### config.mk
export PLATFORM = sky130hd
export DESIGN_NAME = ps2_host_tx
export DESIGN_NICKNAME = d
export VERILOG_FILES = /design/src/rtl/ps2_host_tx.sv
export SDC_FILE = /design/constraint.sdc
export NUM_CORES = 1
export LEC_CHECK = 0
export BUFFER_PORTS_ARGS = -buffer_cell sky130_fd_sc_hd__buf_2
export CAP_MARGIN = 20
export CELL_PAD_IN_SITES_DETAIL_PLACEMENT = 0
export CELL_PAD_IN_SITES_GLOBAL_PLACEMENT = 2
export CORE_ASPECT_RATIO = 1.75
export CORE_MARGIN = 2
export CORE_UTILIZATION = 38
export CTS_CLUSTER_DIAMETER = 120
export DETAILED_ROUTE_END_ITERATION = 16
export PLACE_DENSITY_LB_ADDON = 0.1
export SETUP_SLACK_MARGIN = 0.2
export SLEW_MARGIN = 20
export SYNTH_ARGS = -nofsm -noshare
export SYNTH_HDL_FRONTEND = slang
export SYNTH_SLANG_ARGS = --single-unit
export TNS_END_PERCENT = 30
### constraint.sdc
create_clock -name clk -period 2.4 [get_ports clk]
set_input_delay 0.12 -clock clk [delete_from_list [all_inputs] [get_ports clk]]
set_output_delay 0.12 -clock clk [all_outputs]
set_load 0.02 [all_outputs]
### src/rtl/ps2_host_tx.sv
// PS/2 host-to-device transmitter: inhibit, start, 8 data bits LSB first, odd parity, stop, device ack.
// Optional macro PS2_HOST_TX_RETRY_EN resends the latched byte up to twice after a NACK or timeout.
module ps2_host_tx #(
  parameter int INHIBIT_CYCLES = 5000,
  parameter int TIMEOUT_CYCLES = 1000000,
  parameter int DATA_WIDTH     = 8
) (
  input  logic                  clk,
  input  logic                  rstn,
  input  logic [DATA_WIDTH-1:0] tx_data,
  input  logic                  tx_valid,
  output logic                  tx_ready,
  input  logic                  ps2_clk_in,
  input  logic                  ps2_data_in,
  output logic                  ps2_clk_drive_low,
  output logic                  ps2_data_drive_low,
  output logic                  busy,
  output logic                  done,
  output logic                  ack_ok,
  output logic                  error
);
  localparam int IW = $clog2(INHIBIT_CYCLES + 1);
  localparam int TW = $clog2(TIMEOUT_CYCLES + 1);
  localparam int FW = DATA_WIDTH + 1;
  localparam logic [3:0]    ACK_EDGE = 4'(DATA_WIDTH + 2);
  localparam logic [IW-1:0] INH_LAST = IW'(INHIBIT_CYCLES - 1);
  localparam logic [TW-1:0] TMO_LAST = TW'(TIMEOUT_CYCLES - 1);

  typedef enum logic [1:0] {IDLE, INHIBIT, SEND, WAIT_IDLE} state_t;

  state_t          state_q, state_d;
  logic [IW-1:0]   inh_q, inh_d;
  logic [TW-1:0]   tmo_q, tmo_d;
  logic [3:0]      bit_q, bit_d;
  logic [FW-1:0]   frame_q, frame_d;
  logic [FW-1:0]   sh_q, sh_d;
  logic            ddl_q, ddl_d;
  logic            done_q, done_d;
  logic            ack_q, ack_d;
  logic            err_q, err_d;
  logic            clk_s1_q, clk_s2_q, clk_prev_q;
  logic            dat_s1_q, dat_s2_q;
  logic            clk_fall;
  logic            fail_c;
`ifdef PS2_HOST_TX_RETRY_EN
  logic [1:0]      try_q, try_d;
`endif

  // Pad synchronisers; idle-high reset so no spurious edge after reset.
  always_ff @(posedge clk) begin
    if (rstn) begin
      clk_s1_q   <= 1'b1;
      clk_s2_q   <= 1'b1;
      clk_prev_q <= 1'b1;
      dat_s1_q   <= 1'b1;
      dat_s2_q   <= 1'b1;
    end else begin
      clk_s1_q   <= ps2_clk_in;
      clk_s2_q   <= clk_s1_q;
      clk_prev_q <= clk_s2_q;
      dat_s1_q   <= ps2_data_in;
      dat_s2_q   <= dat_s1_q;
    end
  end

  assign clk_fall = clk_prev_q & ~clk_s2_q;

  always_ff @(posedge clk) begin
    if (rstn) begin
      state_q <= IDLE;
      inh_q   <= '0;
      tmo_q   <= '0;
      bit_q   <= '0;
      ddl_q   <= 1'b0;
      done_q  <= 1'b0;
      ack_q   <= 1'b0;
      err_q   <= 1'b0;
    end else begin
      state_q <= state_d;
      inh_q   <= inh_d;
      tmo_q   <= tmo_d;
      bit_q   <= bit_d;
      ddl_q   <= ddl_d;
      done_q  <= done_d;
      ack_q   <= ack_d;
      err_q   <= err_d;
    end
    frame_q <= frame_d;
    sh_q    <= sh_d;
  end

`ifdef PS2_HOST_TX_RETRY_EN
  always_ff @(posedge clk) begin
    if (rstn) try_q <= 2'd0;
    else      try_q <= try_d;
  end
`endif

  always_comb begin
    state_d = state_q;
    inh_d   = inh_q;
    tmo_d   = tmo_q;
    bit_d   = bit_q;
    frame_d = frame_q;
    sh_d    = sh_q;
    ddl_d   = ddl_q;
    done_d  = 1'b0;
    ack_d   = ack_q;
    err_d   = err_q;
    fail_c  = 1'b0;
`ifdef PS2_HOST_TX_RETRY_EN
    try_d   = try_q;
`endif
    case (state_q)
      IDLE: begin
        if (tx_valid) begin
          frame_d = {~^tx_data, tx_data};
          err_d   = 1'b0;
          ack_d   = 1'b0;
          inh_d   = '0;
          state_d = INHIBIT;
`ifdef PS2_HOST_TX_RETRY_EN
          try_d   = 2'd0;
`endif
        end
      end
      INHIBIT: begin
        inh_d = inh_q + IW'(1);
        if (inh_q == INH_LAST) begin
          ddl_d   = 1'b1;
          sh_d    = frame_q;
          bit_d   = '0;
          tmo_d   = '0;
          state_d = SEND;
        end
      end
      SEND: begin
        tmo_d = tmo_q + TW'(1);
        if (tmo_q == TMO_LAST) begin
          fail_c = 1'b1;
        end else if (clk_fall) begin
          bit_d = bit_q + 4'd1;
          if (bit_q == ACK_EDGE) begin
            ack_d   = ~dat_s2_q;
            state_d = WAIT_IDLE;
          end else begin
            // Ones shift in behind parity, so the tenth edge releases data as the stop bit.
            ddl_d = ~sh_q[0];
            sh_d  = {1'b1, sh_q[FW-1:1]};
          end
        end
      end
      WAIT_IDLE: begin
        tmo_d = tmo_q + TW'(1);
        if (tmo_q == TMO_LAST) begin
          fail_c = 1'b1;
        end else if (clk_s2_q && dat_s2_q) begin
          if (ack_q) begin
            done_d  = 1'b1;
            err_d   = 1'b0;
            state_d = IDLE;
          end else begin
            fail_c = 1'b1;
          end
        end
      end
      default: state_d = IDLE;
    endcase

    if (fail_c) begin
      ddl_d = 1'b0;
      ack_d = 1'b0;
`ifdef PS2_HOST_TX_RETRY_EN
      if (try_q != 2'd2) begin
        try_d   = try_q + 2'd1;
        inh_d   = '0;
        state_d = INHIBIT;
      end else begin
        done_d  = 1'b1;
        err_d   = 1'b1;
        state_d = IDLE;
      end
`else
      done_d  = 1'b1;
      err_d   = 1'b1;
      state_d = IDLE;
`endif
    end
  end

  assign tx_ready           = (state_q == IDLE);
  assign busy               = (state_q != IDLE);
  assign ps2_clk_drive_low  = (state_q == INHIBIT);
  assign ps2_data_drive_low = ddl_q;
  assign done               = done_q;
  assign ack_ok             = ack_q;
  assign error              = err_q;

endmodule

Word-level counts from Yosys, hierarchy flattened

Index checks and enable logic that the tools add are counted.

Bits in registers: 66
Latch bits: 0
Memory bits (writable): 0
Memory bits (read-only): 0
Output and inout bits: 7
Word-level logic and storage cells: 107
Memories: 0

Add/sub/neg operators: 3
Multipliers: 0
Divide/modulo/power cells: 0
$lt $le $gt $ge: 0
Equal/unequal tests: 19
Shifts and indexed selects: 0
Muxes and demuxes: 47
Bitwise logic cells: 4
Reductions and logical operators: 19

Operators by type and width:

| operator                                                         | number |
|---|---|
| 20-bit case mux with 2 select lines                              | 1 |
| 9-bit 2-to-1 mux                                                 | 4 |
| 13-bit case mux with 2 select lines                              | 1 |
| 1-bit 2-to-1 mux                                                 | 21 |
| 20-bit by 1-bit adder with 20-bit output (second input constant) | 1 |
| 20-bit equality test (second input constant)                     | 1 |
| 20-bit 2-to-1 mux                                                | 1 |
| 9-bit case mux with 2 select lines                               | 1 |
| 2-bit 2-to-1 mux                                                 | 8 |
| 2-bit inequality test (second input constant)                    | 8 |
| 5-bit AND reduction                                              | 3 |
| 13-bit by 1-bit adder with 13-bit output (second input constant) | 1 |
| 13-bit equality test (second input constant)                     | 1 |
| 13-bit 2-to-1 mux                                                | 1 |
| 4-bit 2-to-1 mux                                                 | 3 |
| 2-bit nonzero test                                               | 5 |
| 3-bit inequality test (second input constant)                    | 3 |
| 1-bit case mux with 2 select lines                               | 4 |
| 2-bit case mux with 4 select lines                               | 1 |
| 4-bit case mux with 2 select lines                               | 1 |
| 8-bit AND reduction                                              | 1 |
| 8-bit XNOR reduction                                             | 1 |
| 2-bit AND reduction                                              | 3 |
| 4-bit by 1-bit adder with 4-bit output (second input constant)   | 1 |
| 12 further kinds                                                 | 16 |

Longest topological paths before layout

Word-level depth: 6
Gate-level depth with buffers: 9
Gate-level depth less buffers: 7

Least setup slack after synthesis

OpenSTA, ideal clock, no wires.

Kind: reg-to-reg
Start point: reg state_q[1]
End point: reg tmo_q[17]
Data arrival time: 2.207 ns
Data required time: 2.273 ns
Setup slack: 0.067 ns
Stages on the path, launching flop included: 10
Path buffers: 2
Path through: dfxtp_1 > inv_1 > ha_1 > clkbuf_1 > inv_1 > o41a_1 > buf_6 > nor4_1 > xnor2_1 > nor2_1

Elaborated cells on any way between the ends: 8
Those cells by class: eq/ne: 4; mux: 1; reduce/logical: 3

RTL lines:

| what                                                                                             | RTL line | text |
|---|---|---|
| start, declared                                                                                  | 31       | `state_t state_q, state_d;` |
| start signal, assigned                                                                           | 79       | `state_q <= state_d;` |
| 2-bit by 1-bit equality test with 1-bit output (*)                                               | n/a      |  |
| net ps2_clk_drive_low                                                                            | 15       | `output logic ps2_clk_drive_low,` |
| 2-bit by 1-bit inequality test with 1-bit output (no line) or 2-bit nonzero test (tied branches) | n/a      |  |
| 2-bit AND reduction (no line)                                                                    | n/a      |  |
| end signal, assigned                                                                             | 81       | `tmo_q <= tmo_d;` |
| end, declared                                                                                    | 33       | `logic [TW-1:0] tmo_q, tmo_d;` |

Mark *: on every way through the listed nets, which the timed path passes. The rest lies on a longest branch.
A chain may end at the register's enable or synchronous reset.

Worst setup path in the final report

Start point: reg inh_q[5]
End point: reg tmo_q[6]

Longest elaborated chain between the ends: 3

Ends and longest elaborated chain:

| what                                                       | RTL line | text |
|---|---|---|
| start, declared                                            | 32       | `logic [IW-1:0] inh_q, inh_d;` |
| start signal, assigned                                     | 80       | `inh_q <= inh_d;` |
| 13-bit equality test                                       | 129      | `if (inh_q == INH_LAST) begin` |
| 2-bit by 1-bit inequality test with 1-bit output (no line) | n/a      |  |
| 2-bit AND reduction (no line)                              | n/a      |  |

Every way passes these cells.

==> results.cfg <==
[run_status]
status = finished clean

[layout]
area_delta_synth_final_pct = 32.54
final_cell_mix = dfxtp_1 (48), nor2_1 (33), buf_4 (30)
layout_commonest_cell = dfxtp_1
drive_gt1_share_pct = 26.77
nNetsFinal = 412
num_antenna_cells = 0

[yosys]
synth_compound_area_share_pct = 11.27
synth_top_family_by_area = simple AND/OR/NAND/NOR gates
yosys_warnings = 0
synth_fa_ha_area_share_pct = 3.175
yosysSeqAreaShare_pct = 47.62
synth_cells = 327
ys.flop_type = dfxtp_1
synth.area.mux_share_pct = 3.849
ys_seq_elements = 66
syn-num-nets = 348
synth-edff-count = 18
synthDistinctLibCells = 52
syn_area_um2 = 3153
synth_xor_area_share_pct = 7.778
avgSynthCellArea_um2 = 9.642
async_reset_ff_share_pct = 0
synthSimpleGateAreaFrac_pct = 23.65

[timing]
fin_crit_sh_pct = 94.54
worst_slew_pin_slew_ns = 0.5320
setup-violations-final = 0
finalHoldViolCount = 0
drv_slew = 0
setup_tns_ns = 0
rsz0062_at_grt = true
period_minus_slack_ns = 2.269
max_freq_ghz = 0.4407
relSlewSlack_pct = 64.54
finClkSkew_ns = 0.005314

[placed_design]
io_buffer_count = 19
hpwl_um = 5694
gp_congestion = 0.7898

[clocking]
cts-root-buf = clkbuf_16
htreeDepth = 3
cts_tree = built
clk_pin_slew_ns = 0.06
worst_skew_pair.late_latency_ns = 0.33
cts-buffers-inserted = 9
clock-sinks = 66
cts_buffer_depth = 2

[floorplanning]
dieWidth_um = 72.86
rows = 44
start_util_pct = 38.44
dieArea_um2 = 9070
boundaryPins = 20
coreArea_um2 = 8203
fp.dieH_um = 124.5

[worst_setup_path]
r2r-start = inh_q[5]$_SDFFE_PP0P_
critPathKind = flop to flop
worst-path-buf-inv = 3
crit_fanout = 6
crit_arrival_ns = 2.53
crit_slowest_cell = or4b_4
cp-end-kind = flop
crit_family = simple AND/OR/NAND/NOR gates
path_cells = or4b_4 -> buf_6 -> o41a_1 -> buf_6 -> buf_6 -> or3_1 -> a21oi_1
crit_path_frequent_cell = buf_6
startpoint_type = flop
cp.required_ns = 2.66
max_stage_delay_ns = 0.54
crit_start = inh_q[5]$_SDFFE_PP0P_

[power_and_ir_drop]
vdd_drop_max_mv = 0.5975
p_leak_nw = 1.560
finalPower_mw = 3.887
pwr_density_cell_nw_per_um2 = 930.0

[drt]
wl_um = 7930
drt-initial-drc-count = 74
antenna_left = 0
viasPerCell = 5.230
num_vias = 2552
wl_per_cell_um = 16.25
drc = 0
first_pass_iters = 4

[global_route]
gr-total-overflow = 0
grt_max_degree = 23
grt_use_total_pct = 18.78
antenna_found_initial = 0
grt_pass1_wl_um = 12900
first_global_vias = 2663

[run]
maxCapViolCount = 0

[hold_path]
min_path_type = primary input to flop
min_from = rstn
-- registers in the layout, summed over array words and instances, names as in the netlist, 2 cells and up --
signal   flops
state_q      2
inh_q       13
frame_q      9
bit_q        4
sh_q         9
tmo_q       20
-- per-layer routing --
metal	vias up	wire length (µm)	share of wire (%)	GRT usage (%)
li1	1305	-	-	-
met1	1208	3043	38	19.66
met2	32	4587	58	35.19
met3	7	206	2.6	4.612
met4	0	92	1.2	5.882
met5	-	0	0	0
-- cells by family (layout without fill, tap and decap cells) --
family,Yosys count,count (layout)
AO/OA/AOI/OAI,56,56
XOR/XNOR,28,28
adder cells (fa/ha/maj),8,8
buffers and inverters,20,89
flip-flops,66,66
multiplexers,11,11
AND/OR/NAND/NOR,138,138
-- Yosys cell counts (3+ instances only) --
| cell | number | area share, % |
|---|---|---|
| a21oi_1 | 19 | 3.0 |
| mux2_2 | 9 | 3.2 |
| o21bai_1 | 3 | 0.71 |
| nor2_1 | 33 | 3.9 |
| xnor2_1 | 23 | 6.4 |
| or2_2 | 8 | 1.6 |
| nor4_1 | 3 | 0.60 |
| a31oi_1 | 3 | 0.60 |
| nand3_1 | 10 | 1.6 |
| nand2_1 | 26 | 3.1 |
| dfxtp_1 | 48 | 30 |
| nor4_2 | 3 | 1.2 |
| nor3_1 | 11 | 1.7 |
| nand2b_1 | 4 | 0.79 |
| o21ai_0 | 13 | 2.1 |
| and2_1 | 3 | 0.60 |
| ha_1 | 8 | 3.2 |
| clkbuf_1 | 8 | 0.95 |
| nand4_1 | 8 | 1.6 |
| inv_1 | 9 | 1.1 |
| edfxtp_1 | 18 | 17 |
| xor2_1 | 5 | 1.4 |
| or3_1 | 12 | 2.4 |
| nand3b_1 | 3 | 0.71 |
-- layout make-up --
type                    count  area, µm²
fillers                   761       4024
multi-input cells         241       1690
flip-flops and latches     66       1501
repair buffers             64      485.5
clock buffers              10      239.0
well taps                  92      115.1
clock inverters             6      113.9
inverters                   9      33.78
-- power breakdown --
| group | internal [mW] | switching [mW] |
|---|---|---|
| registers | 1.30 | 0.0583 |
| logic | 0.411 | 0.573 |
| clock network | 1.04 | 0.496 |
-- worst reg2reg max path, delay by kind of cell, from the launching register on --
family	cells	cell delay [ns]
AOI/OAI and AO/OA	2	0.59
DFF	1	0.31
buffers and inverters	3	0.46
and+or+nand+nor	2	0.85
-- per-stage QoR --
| step | area [µm²] | hold WS [ns] | util, % | worst slack [ns] | std cells |
|---|---|---|---|---|---|
| finish | 4179 | 0.1719 | 50.95 | 0.1310 | 488 |
| global route | 4179 | 0.1901 | 50.95 | 0.06679 | 488 |
| CTS | 3983 | 0.1553 | 48.55 | 0.07422 | 481 |
| detailed placement | 3526 | 0.3065 | 42.98 | 0.04730 | 455 |
| global placement | 3526 | 0.3019 | 42.98 | 0.1110 | 455 |
| floorplan | 3157 | 0.2189 | - | 0.2358 | 327 |
-- what timing repair did --
item / in CTS / in global routing
resized for setup: 1 / 24
endpoints found under the setup margin: 21 / 25
hold buffers: 10 / 0
pin swaps: 0 / 13
buffers inserted: 0 / 7
gates cloned: 0 / 0
endpoints found under the hold margin: 10 / 0
-- path summary, 6_finish.rpt --
check	to	depth (start not counted)	slack, ns
max reg2reg	tmo_q[6]$_SDFFE_PP0P_	7	0.13
min reg2reg	clk_s2_q$_SDFF_PP1_	1	0.41
min	tmo_q[1]$_SDFFE_PP0P_	2	0.17
max	tmo_q[6]$_SDFFE_PP0P_	7	0.13
Note: power is estimated with default switching activity, not from simulation.
